[src/rtl/control_unit_if.sv]
// Control-unit to datapath bundle: instruction/flag inputs and every control strobe.
// The control unit is the master; the datapath (or bench) is the slave.
interface control_unit_if;
  logic [31:0] IR;
  logic        CON;
  logic        PCout, Zlowout, MDRout, BAout, Cout, Rout;
  logic        PCin, MARin, MDRin, IRin, Yin, Zin, Rin, CONin;
  logic        Gra, Grb, Grc;
  logic        Read, Write;
  logic [4:0]  ALU_Control;
  logic        Run;

  modport master (
    input  IR, CON,
    output PCout, Zlowout, MDRout, BAout, Cout, Rout,
    output PCin, MARin, MDRin, IRin, Yin, Zin, Rin, CONin,
    output Gra, Grb, Grc, Read, Write, ALU_Control, Run
  );

  modport slave (
    output IR, CON,
    input  PCout, Zlowout, MDRout, BAout, Cout, Rout,
    input  PCin, MARin, MDRin, IRin, Yin, Zin, Rin, CONin,
    input  Gra, Grb, Grc, Read, Write, ALU_Control, Run
  );
endinterface

[src/rtl/control_unit.sv]
// Hardwired fetch/decode/execute sequencer for the 32-bit datapath.
// Strobes are a Moore decode of the step register and the live opcode.
module control_unit #(
  parameter logic [4:0] OP_INC = 5'd12,
  parameter logic [4:0] OP_ADD = 5'd2,
  parameter logic [4:0] OP_SUB = 5'd3,
  parameter logic [4:0] OP_AND = 5'd4,
  parameter logic [4:0] OP_OR  = 5'd5
) (
  input  logic           clk,
  input  logic           clr_n,
  control_unit_if.master bus
);

  typedef enum logic [3:0] {
    S_RST, S_T0, S_T1, S_T2, S_T3, S_T4, S_T5, S_T6, S_T7, S_HALT
  } state_e;

  typedef enum logic [2:0] {
    C_RTYPE, C_ITYPE, C_LD, C_ST, C_BR, C_JR, C_NOP, C_HALT
  } class_e;

  state_e     state_q, state_d;
  class_e     cls;
  logic [4:0] alu_op;
  logic [4:0] opcode;
  logic       unused_ir;

  assign opcode    = bus.IR[31:27];
  assign unused_ir = ^bus.IR[26:0];

  // Unlisted opcodes fall through to nop.
  always_comb begin
    cls    = C_NOP;
    alu_op = 5'd0;
    case (opcode)
      5'd0:  cls = C_LD;
      5'd2:  cls = C_ST;
      5'd3:  begin cls = C_RTYPE; alu_op = OP_ADD; end
      5'd4:  begin cls = C_RTYPE; alu_op = OP_SUB; end
      5'd5:  begin cls = C_RTYPE; alu_op = OP_AND; end
      5'd6:  begin cls = C_RTYPE; alu_op = OP_OR;  end
      5'd12: begin cls = C_ITYPE; alu_op = OP_ADD; end
      5'd13: begin cls = C_ITYPE; alu_op = OP_AND; end
      5'd14: begin cls = C_ITYPE; alu_op = OP_OR;  end
      5'd18: cls = C_BR;
      5'd19: cls = C_JR;
      5'd27: cls = C_HALT;
      default: cls = C_NOP;
    endcase
  end

  always_comb begin
    state_d = state_q;
    case (state_q)
      S_RST: state_d = S_T0;
      S_T0:  state_d = S_T1;
      S_T1:  state_d = S_T2;
      S_T2:  state_d = S_T3;
      S_T3: begin
        case (cls)
          C_HALT:      state_d = S_HALT;
          C_JR, C_NOP: state_d = S_T0;
          default:     state_d = S_T4;
        endcase
      end
      S_T4:  state_d = S_T5;
      S_T5:  state_d = (cls == C_RTYPE || cls == C_ITYPE) ? S_T0 : S_T6;
      S_T6:  state_d = (cls == C_BR) ? S_T0 : S_T7;
      S_T7:  state_d = S_T0;
      S_HALT: state_d = S_HALT;
      default: state_d = S_RST;
    endcase
  end

  always_ff @(posedge clk or negedge clr_n) begin
    if (!clr_n) state_q <= S_RST;
    else        state_q <= state_d;
  end

  // Reset clears state_q asynchronously, so every strobe drops without a clock.
  always_comb begin
    bus.PCout = 1'b0; bus.Zlowout = 1'b0; bus.MDRout = 1'b0;
    bus.BAout = 1'b0; bus.Cout    = 1'b0; bus.Rout   = 1'b0;
    bus.PCin  = 1'b0; bus.MARin   = 1'b0; bus.MDRin  = 1'b0;
    bus.IRin  = 1'b0; bus.Yin     = 1'b0; bus.Zin    = 1'b0;
    bus.Rin   = 1'b0; bus.CONin   = 1'b0;
    bus.Gra   = 1'b0; bus.Grb     = 1'b0; bus.Grc    = 1'b0;
    bus.Read  = 1'b0; bus.Write   = 1'b0;
    bus.ALU_Control = 5'd0;
    bus.Run   = (state_q != S_RST) && (state_q != S_HALT);
    case (state_q)
      S_T0: begin
        bus.PCout = 1'b1; bus.MARin = 1'b1; bus.Zin = 1'b1;
        bus.ALU_Control = OP_INC;
      end
      S_T1: begin
        bus.Zlowout = 1'b1; bus.PCin = 1'b1; bus.Read = 1'b1; bus.MDRin = 1'b1;
      end
      S_T2: begin
        bus.MDRout = 1'b1; bus.IRin = 1'b1;
      end
      S_T3: begin
        case (cls)
          C_RTYPE, C_ITYPE: begin bus.Grb = 1'b1; bus.Rout = 1'b1; bus.Yin = 1'b1; end
          C_LD, C_ST:       begin bus.Grb = 1'b1; bus.BAout = 1'b1; bus.Yin = 1'b1; end
          C_BR:             begin bus.Gra = 1'b1; bus.Rout = 1'b1; bus.CONin = 1'b1; end
          C_JR:             begin bus.Gra = 1'b1; bus.Rout = 1'b1; bus.PCin = 1'b1; end
          default: ;
        endcase
      end
      S_T4: begin
        case (cls)
          C_RTYPE: begin
            bus.Grc = 1'b1; bus.Rout = 1'b1; bus.Zin = 1'b1; bus.ALU_Control = alu_op;
          end
          C_ITYPE: begin
            bus.Cout = 1'b1; bus.Zin = 1'b1; bus.ALU_Control = alu_op;
          end
          C_LD, C_ST: begin
            bus.Cout = 1'b1; bus.Zin = 1'b1; bus.ALU_Control = OP_ADD;
          end
          C_BR: begin bus.PCout = 1'b1; bus.Yin = 1'b1; end
          default: ;
        endcase
      end
      S_T5: begin
        case (cls)
          C_RTYPE, C_ITYPE: begin bus.Zlowout = 1'b1; bus.Gra = 1'b1; bus.Rin = 1'b1; end
          C_LD, C_ST:       begin bus.Zlowout = 1'b1; bus.MARin = 1'b1; end
          C_BR: begin
            bus.Cout = 1'b1; bus.Zin = 1'b1; bus.ALU_Control = OP_ADD;
          end
          default: ;
        endcase
      end
      S_T6: begin
        case (cls)
          C_LD: begin bus.Read = 1'b1; bus.MDRin = 1'b1; end
          C_ST: begin bus.Gra = 1'b1; bus.Rout = 1'b1; bus.MDRin = 1'b1; end
          C_BR: begin bus.Zlowout = 1'b1; bus.PCin = bus.CON; end
          default: ;
        endcase
      end
      S_T7: begin
        case (cls)
          C_LD: begin bus.MDRout = 1'b1; bus.Gra = 1'b1; bus.Rin = 1'b1; end
          C_ST: bus.Write = 1'b1;
          default: ;
        endcase
      end
      default: ;
    endcase
  end

endmodule
[src/flat_wrapper.sv]
// flat-port wrapper written by rule: the top's interface ports become plain ports
module control_unit_flat 
#(
  parameter logic [4:0] OP_INC = 5'd12,
  parameter logic [4:0] OP_ADD = 5'd2,
  parameter logic [4:0] OP_SUB = 5'd3,
  parameter logic [4:0] OP_AND = 5'd4,
  parameter logic [4:0] OP_OR  = 5'd5
)
  (clk, clr_n, bus_IR, bus_CON, bus_PCout, bus_Zlowout, bus_MDRout, bus_BAout, bus_Cout, bus_Rout, bus_PCin, bus_MARin, bus_MDRin, bus_IRin, bus_Yin, bus_Zin, bus_Rin, bus_CONin, bus_Gra, bus_Grb, bus_Grc, bus_Read, bus_Write, bus_ALU_Control, bus_Run);
  control_unit_if bus_i ();
  input  logic clk;
  input  logic clr_n;
  input wire logic [$bits(bus_i.IR)-1:0] bus_IR;
  input wire logic [$bits(bus_i.CON)-1:0] bus_CON;
  output wire logic [$bits(bus_i.PCout)-1:0] bus_PCout;
  output wire logic [$bits(bus_i.Zlowout)-1:0] bus_Zlowout;
  output wire logic [$bits(bus_i.MDRout)-1:0] bus_MDRout;
  output wire logic [$bits(bus_i.BAout)-1:0] bus_BAout;
  output wire logic [$bits(bus_i.Cout)-1:0] bus_Cout;
  output wire logic [$bits(bus_i.Rout)-1:0] bus_Rout;
  output wire logic [$bits(bus_i.PCin)-1:0] bus_PCin;
  output wire logic [$bits(bus_i.MARin)-1:0] bus_MARin;
  output wire logic [$bits(bus_i.MDRin)-1:0] bus_MDRin;
  output wire logic [$bits(bus_i.IRin)-1:0] bus_IRin;
  output wire logic [$bits(bus_i.Yin)-1:0] bus_Yin;
  output wire logic [$bits(bus_i.Zin)-1:0] bus_Zin;
  output wire logic [$bits(bus_i.Rin)-1:0] bus_Rin;
  output wire logic [$bits(bus_i.CONin)-1:0] bus_CONin;
  output wire logic [$bits(bus_i.Gra)-1:0] bus_Gra;
  output wire logic [$bits(bus_i.Grb)-1:0] bus_Grb;
  output wire logic [$bits(bus_i.Grc)-1:0] bus_Grc;
  output wire logic [$bits(bus_i.Read)-1:0] bus_Read;
  output wire logic [$bits(bus_i.Write)-1:0] bus_Write;
  output wire logic [$bits(bus_i.ALU_Control)-1:0] bus_ALU_Control;
  output wire logic [$bits(bus_i.Run)-1:0] bus_Run;
  assign bus_i.IR = bus_IR;
  assign bus_i.CON = bus_CON;
  assign bus_PCout = bus_i.PCout;
  assign bus_Zlowout = bus_i.Zlowout;
  assign bus_MDRout = bus_i.MDRout;
  assign bus_BAout = bus_i.BAout;
  assign bus_Cout = bus_i.Cout;
  assign bus_Rout = bus_i.Rout;
  assign bus_PCin = bus_i.PCin;
  assign bus_MARin = bus_i.MARin;
  assign bus_MDRin = bus_i.MDRin;
  assign bus_IRin = bus_i.IRin;
  assign bus_Yin = bus_i.Yin;
  assign bus_Zin = bus_i.Zin;
  assign bus_Rin = bus_i.Rin;
  assign bus_CONin = bus_i.CONin;
  assign bus_Gra = bus_i.Gra;
  assign bus_Grb = bus_i.Grb;
  assign bus_Grc = bus_i.Grc;
  assign bus_Read = bus_i.Read;
  assign bus_Write = bus_i.Write;
  assign bus_ALU_Control = bus_i.ALU_Control;
  assign bus_Run = bus_i.Run;
  control_unit #(.OP_INC(OP_INC), .OP_ADD(OP_ADD), .OP_SUB(OP_SUB), .OP_AND(OP_AND), .OP_OR(OP_OR)) u_core (.clk(clk), .clr_n(clr_n), .bus(bus_i));
endmodule
[config.mk]
export PLATFORM = sky130hd
export DESIGN_NAME = control_unit_flat
export DESIGN_NICKNAME = d
export VERILOG_FILES = /design/src/rtl/control_unit_if.sv /design/src/rtl/control_unit.sv /design/src/flat_wrapper.sv
export SDC_FILE = /design/constraint.sdc
export NUM_CORES = 1
export LEC_CHECK = 0
export CORE_ASPECT_RATIO = 1.25
export CORE_MARGIN = 2
export CORE_UTILIZATION = 33
export CTS_BUF_LIST = sky130_fd_sc_hd__clkbuf_8
export DETAILED_ROUTE_END_ITERATION = 8
export GPL_TIMING_DRIVEN = 0
export PLACE_DENSITY_LB_ADDON = 0.05
export SLEW_MARGIN = 20
export SYNTH_ARGS = -nofsm -noshare
export SYNTH_HDL_FRONTEND = slang
export SYNTH_SLANG_ARGS = --single-unit
[constraint.sdc]
create_clock -name clk -period 2.85 [get_ports clk]
set_clock_uncertainty 0.05 [all_clocks]
set_input_delay 0.7125 -clock clk [delete_from_list [all_inputs] [get_ports clk]]
set_output_delay 0.7125 -clock clk [all_outputs]
set_load 0.01 [all_outputs]
# Yosys cells after proc, flatten, opt, wreduce, memory -nomap -nowiden
# Cells that the tools add are included.
classes:
  n_reduce_logical: 19
  n_mux: 40
  n_eq_ne: 28
ops:
  columns: ["operator", "count"]
  rows:
  - ["$pmux 4 s9", 1]
  - ["$pmux 3 s7", 1]
  - ["$mux 1", 18]
  - ["$eq 4x3->1 const B", 4]
  - ["$pmux 1 s2", 8]
  - ["$reduce_or 2->1", 8]
  - ["$eq 5x3->1 const B", 3]
  - ["$eq 5x4->1 const B", 3]
  - ["$eq 5x5->1 const B", 3]
  - ["$pmux 5 s3", 1]
  - ["$eq 3x3->1 const B", 4]
  - ["$pmux 1 s3", 4]
  - ["$pmux 3 s4", 1]
  - ["$reduce_or 4->1", 3]
  - ["$eq 5x2->1 const B", 2]
  - ["$eq 4x2->1 const B", 2]
  - ["$eq 4x4->1 const B", 2]
  - ["$pmux 4 s2", 1]
  - ["$eq 3x2->1 const B", 2]
  - ["$pmux 3 s2", 1]
  - ["$reduce_or 3->1", 2]
  - ["$logic_not 5->1", 1]
  - ["$eq 4x1->1 const B", 1]
  - ["$logic_not 4->1", 1]
  - ["other kinds (10)", 10]
totals:
  out_inout_bits: 25
  elab_cells: 88
  reg_bits: 4
  input_bits: 35

# Logic depth before layout (Yosys ltp)
depth:
  ltp_word: 7
  mapped_depth: 5
  depth_no_buf: 4

# Worst setup path before layout
# OpenSTA, ideal clock, no wires.
synth_path:
  path_type: "input to output"
  start: "input port bus_IR[31]"
  end: "output port bus_Gra"
  arrival_time_ns: 2.054
  path_slack_ns: 0.034
  path_stages: 5
  n_path_buf: 1
  required_ns: 2.088
  path_cell_list: "clkbuf_2 > or4_4 > or3_1 > a21oi_2 > or3_1"
synth_between:
  elab_chain_len: 7
  elab_cells_between_ends: 28
  classes_between: "eq/ne: 16; mux: 6; reduce/logical: 6"
synth_lines:
  columns: ["element", "line_no", "rtl"]
  rows:
  - ["from (decl)", "flat_wrapper.sv:14", "input wire logic [$bits(bus_i.IR)-1:0] bus_IR;"]
  - ["$eq 5x2->1, or another cell as far along", "control_unit.sv:36", "case (opcode)"]
  - ["$reduce_or 4->1 (no source line) / $reduce_or 3->1 (equally long branches)", null, null]
  - ["$pmux 3 s7 *", "control_unit.sv:36", null]
  - ["$eq 3x1->1, or another cell as far along", "control_unit.sv:128", "case (cls)"]
  - ["$reduce_or 2->1 (no source line)", null, null]
  - ["$mux 1, on equally long branches", "control_unit.sv:128, control_unit.sv:104", null]
  - ["$pmux 1 s4 *", "control_unit.sv:92", "case (state_q)"]
  - ["to (decl)", "flat_wrapper.sv:30", "output wire logic [$bits(bus_i.Gra)-1:0] bus_Gra;"]
# Every way passes the cells marked *; elsewhere a longest branch is shown, timed or not.

# Worst setup path in the final report
layout_path:
  start: "input port bus_IR[30]"
  end: "output port bus_PCin"
layout_between:
  elab_chain_len: 6
  elab_cells_between_ends: 20
  classes_between: "eq/ne: 13; mux: 4; reduce/logical: 3"
layout_lines:
  columns: ["element", "line_no", "rtl"]
  rows:
  - ["$eq 5x2->1, or another cell as far along", "control_unit.sv:36", null]
  - ["$reduce_or 4->1 (no source line) / $reduce_or 3->1 (equally long branches)", null, null]
  - ["$pmux 3 s7 *", "control_unit.sv:36", null]
  - ["$eq 3x3->1, on equally long branches", "control_unit.sv:138, control_unit.sv:104", null]
  - ["$mux 1, on equally long branches", "control_unit.sv:138, control_unit.sv:104", null]
  - ["$pmux 1 s3 *", "control_unit.sv:92", null]
  - ["to (decl)", "flat_wrapper.sv:22", "output wire logic [$bits(bus_i.PCin)-1:0] bus_PCin;"]
# Marks and branches as above.

==> run_results.csv <==
group,metric,value,unit
synthesis,ys_types,46,
cells_and_area,seqCellArea,101,um^2
cells_and_area,final_nets,185,
global_route,grt-ovfl-total,0,
timing,fin_crit,2.84,ns
synthesis,synth.ff_latch_count,4,
floorplan,die_w,45.7,um
floorplan,start_util,35.4,%
synthesis,synthXorXnorAreaFrac,2.44,%
placement,globalplace.congestion,0.909,
cells_and_area,largest_register_ffs,4,
setup_path,r2r_end,"u_core.state_q[3]",
worst_hold_path,hold-path-cell-count,2,
timing,finalHoldViolCount,0,
synthesis,yosys_warnings,0,
setup_path,cpMostUsedCell,"buf_6",
floorplan,dieArea,2570,um^2
job,maxCapViolations,0,
worst_hold_path,hold_start,"u_core.state_q[3]",
cells_and_area,multi_input_area,614,um^2
global_route,grtUsageTotal,20.3,%
setup_path,crit_chain,"buf_6 -> buf_6 -> or3b_4 -> nor2_4 -> a31oi_1 -> o32ai_1 -> dlygate4sd1_1",
setup_path,cp.arrival,2.08,ns
placement,dpl.cell_count,156,
cells_and_area,drive_above_1_share,36.5,%
synthesis,syn_inst,108,
timing,rsz0062_at_grt,"true",
routing,routedWlPerCell,15.2,um
global_route,grt_max_degree,11,
floorplan,core_area,2030,um^2
setup_path,cp.buffers_inverters,3,
setup_path,path_class,"input port to output port",
timing,max_freq,0.352,GHz
cells_and_area,top_register,"u_core.state_q",
cells_and_area,diodes,0,
setup_path,worstPathMaxFanout,8,
placement,port_buffers,28,
setup_path,cp-end-kind,"output port",
routing,drt_pre_antenna_iters,4,
clock_network,cts.clk_slew.worst_paths,0.03,ns
routing,drc,0,
placement,dp_slack,-1.17,ns
routing,wl,2560,um
synthesis,syn_nets,143,
routing,drt_iter0_markers,49,
floorplan,die_y,56.2,um
setup_path,cp_slowest_cell,"or3b_4",
power,power.density,724,nW/um^2
clock_network,clk_path_buf_depth,2,
synthesis,synth_top_area_cell,"dfrtp_1",
clock_network,cts_tree,"done",
timing,drv_slew,0,
timing,finalCritPeriodShare,99.7,%
power,leakagePower,0.548,nW
worst_hold_path,hold_path_class,"register to register",
placement,post-dp-hpwl,1710,um
clock_network,htreeDepth,1,
clock_network,clkLatencyLatePin,0.22,ns
routing,drtAntennaViolNets,0,
setup_path,cp.required,2.09,ns
synthesis,synth_compound_gate_area_share,32.6,%
setup_path,cp-start-kind,"input port",
synthesis,syn_area_per_cell,6.65,um^2
setup_path,crit_family,"simple AND/OR/NAND/NOR gates",
clock_network,holdBufCountCts,0,
synthesis,synth-edff-count,0,
global_route,grt_pass1_wl,4040,um
worst_hold_path,hold_end,"u_core.state_q[1]",
setup_path,critPathLaunch,"bus_IR[30]",
cells_and_area,reg_top3,"u_core.state_q (4)",
cells_and_area,area_growth_syn_to_layout,66.9,%
setup_path,r2r_start,"u_core.state_q[2]",
synthesis,synth.top_cell.area_share,13.9,%
timing,layout_setup_ws,0.00816,ns
synthesis,synth-main-ff-cell,"dfrtp_1",
cells_and_area,final-instance-count-excl-fill,168,
synthesis,synthAdderAreaFrac,0,%
synthesis,yosys-top-cells-area,"dfrtp_1 14%, nor2_1 8.4%, or3_1 5.2%",
synthesis,async_flop_share,100,%
routing,dr_total_vias,969,
status,outcome,"completed",
synthesis,synth_top_family_by_area,"simple AND/OR/NAND/NOR gates",
global_route,first_global_vias,897,
setup_path,rr_worst_depth,4,
synthesis,synthMuxAreaShare,0,%
cells_and_area,fillCellCount,200,
setup_path,r2r_setup_slack,1.22,ns
clock_network,clock-root-buffer,"clkbuf_8",
synthesis,yosys.area_share.simple,39.0,%
timing,setup_viol,0,
routing,drt-vias-per-instance,5.77,
floorplan,floorplan.rows,18,
power,vdd_ir_drop_max,0.315,mV
synthesis,ys_seq_area_share,13.9,%
synthesis,syn_area,718,um^2
clock_network,cts_made_buffers,3,
floorplan,io_pins,60,
global_route,antenna_found_initial,0,
clock_network,clkSinkCount,4,
setup_path,cpPeakStageDelay,0.42,ns
-- cells in the mapped netlist (2+ instances only) --
library cell and number:
nand2b_1 5, dfrtp_1 4, nor3_1 4, or3_1 6, o22ai_1 2, o221ai_1 2
nand2_1 8, clkbuf_1 2, inv_1 6, o32ai_1 2, buf_2 5, or2_2 3
a21oi_1 5, o211ai_1 2, nor2_1 16, a31oi_1 4, o21ai_0 3
-- per-layer routing --
metal | track usage [%] | vias to the layer above | routed length, um
li1 | - | 474 | -
met1 | 26.3 | 460 | 1110
met2 | 33.4 | 33 | 1300
met3 | 2.60 | 2 | 128
met4 | 6.53 | 0 | 19
met5 | 0 | - | 0
-- stage by stage --
stage | util, % | hold slack, ns | total power, mW | cell area, um^2 | setup TNS (ns)
floorplan | - | 0.367 | 0.473 | 718 | 0
global placement | 50.5 | 0.554 | 0.745 | 1020 | -15.81
detailed placement | 50.5 | 0.551 | 0.745 | 1020 | -16.00
CTS | 57.3 | 0.552 | 0.849 | 1160 | 0
global route | 59.1 | 0.606 | 0.929 | 1200 | -0.00713
finish | 59.1 | 0.573 | 0.868 | 1200 | 0
-- report_power, final --
part           switching (mW)  leakage (nW)  internal, mW
registers              0.0313        0.0495        0.0832
clock network          0.0308        0.0216        0.0901
logic                   0.355         0.477         0.278
total                   0.417         0.548         0.451
-- placed cells by master (no fill, tap or decap), types with 2 or more instances in the layout --
cell,count
dlygate4sd2_1,11
inv_1,5
nor2_1,14
or3_1,6
o211ai_1,2
o22ai_1,2
clkdlybuf4s50_1,6
dfrtp_1,3
buf_4,10
o21ai_0,3
buf_6,3
o221ai_1,2
buf_2,8
a21oi_1,5
clkbuf_2,2
o32ai_1,2
nand2b_1,4
nand2_2,3
or2_2,3
clkbuf_1,2
nor3_1,3
clkbuf_8,4
nand2_1,5
a31oi_1,4
-- worst register-to-register path, cell delays in order, from the launching register on --
cell and delay [ns]:
dfrtp_1 0.48, clkbuf_1 0.43, inv_1 0.11, o31a_1 0.31
o22ai_1 0.15
-- worst max-delay path by stage --
stage                            to  cells after the start
after floorplan             bus_Gra                      5
after global placement    bus_MDRin                      7
after detailed placement  bus_MDRin                      7
after CTS                   bus_Gra                      6
after global routing       bus_PCin                      7
final                      bus_PCin                      7
-- final cells by class --
type | count | share of cell area, %
Multi-Input combinational cell | 87 | 51.3
Timing Repair Buffer | 37 | 25.1
Sequential cell | 4 | 8.46
Buffer | 11 | 7.83
Clock buffer | 3 | 3.44
Tap cell | 20 | 2.09
Inverter | 6 | 1.88
-- kinds of logic (layout without fill, tap and decap cells) --
| logic type | after synthesis | in the layout |
|---|---|---|
| simple gates | 52 | 52 |
| flops | 4 | 4 |
| other cells | 1 | 1 |
| buf+inv | 17 | 57 |
| compound gates | 32 | 32 |
| xor+xnor | 2 | 2 |
-- what timing repair did --
action                                  in CTS  in global routing
endpoints found under the setup margin      21                  8
pin swaps                                    8                  1
setup buffers                                6                  3
gates resized for setup                     67                 12
Power figures use the tool's default switching activity.
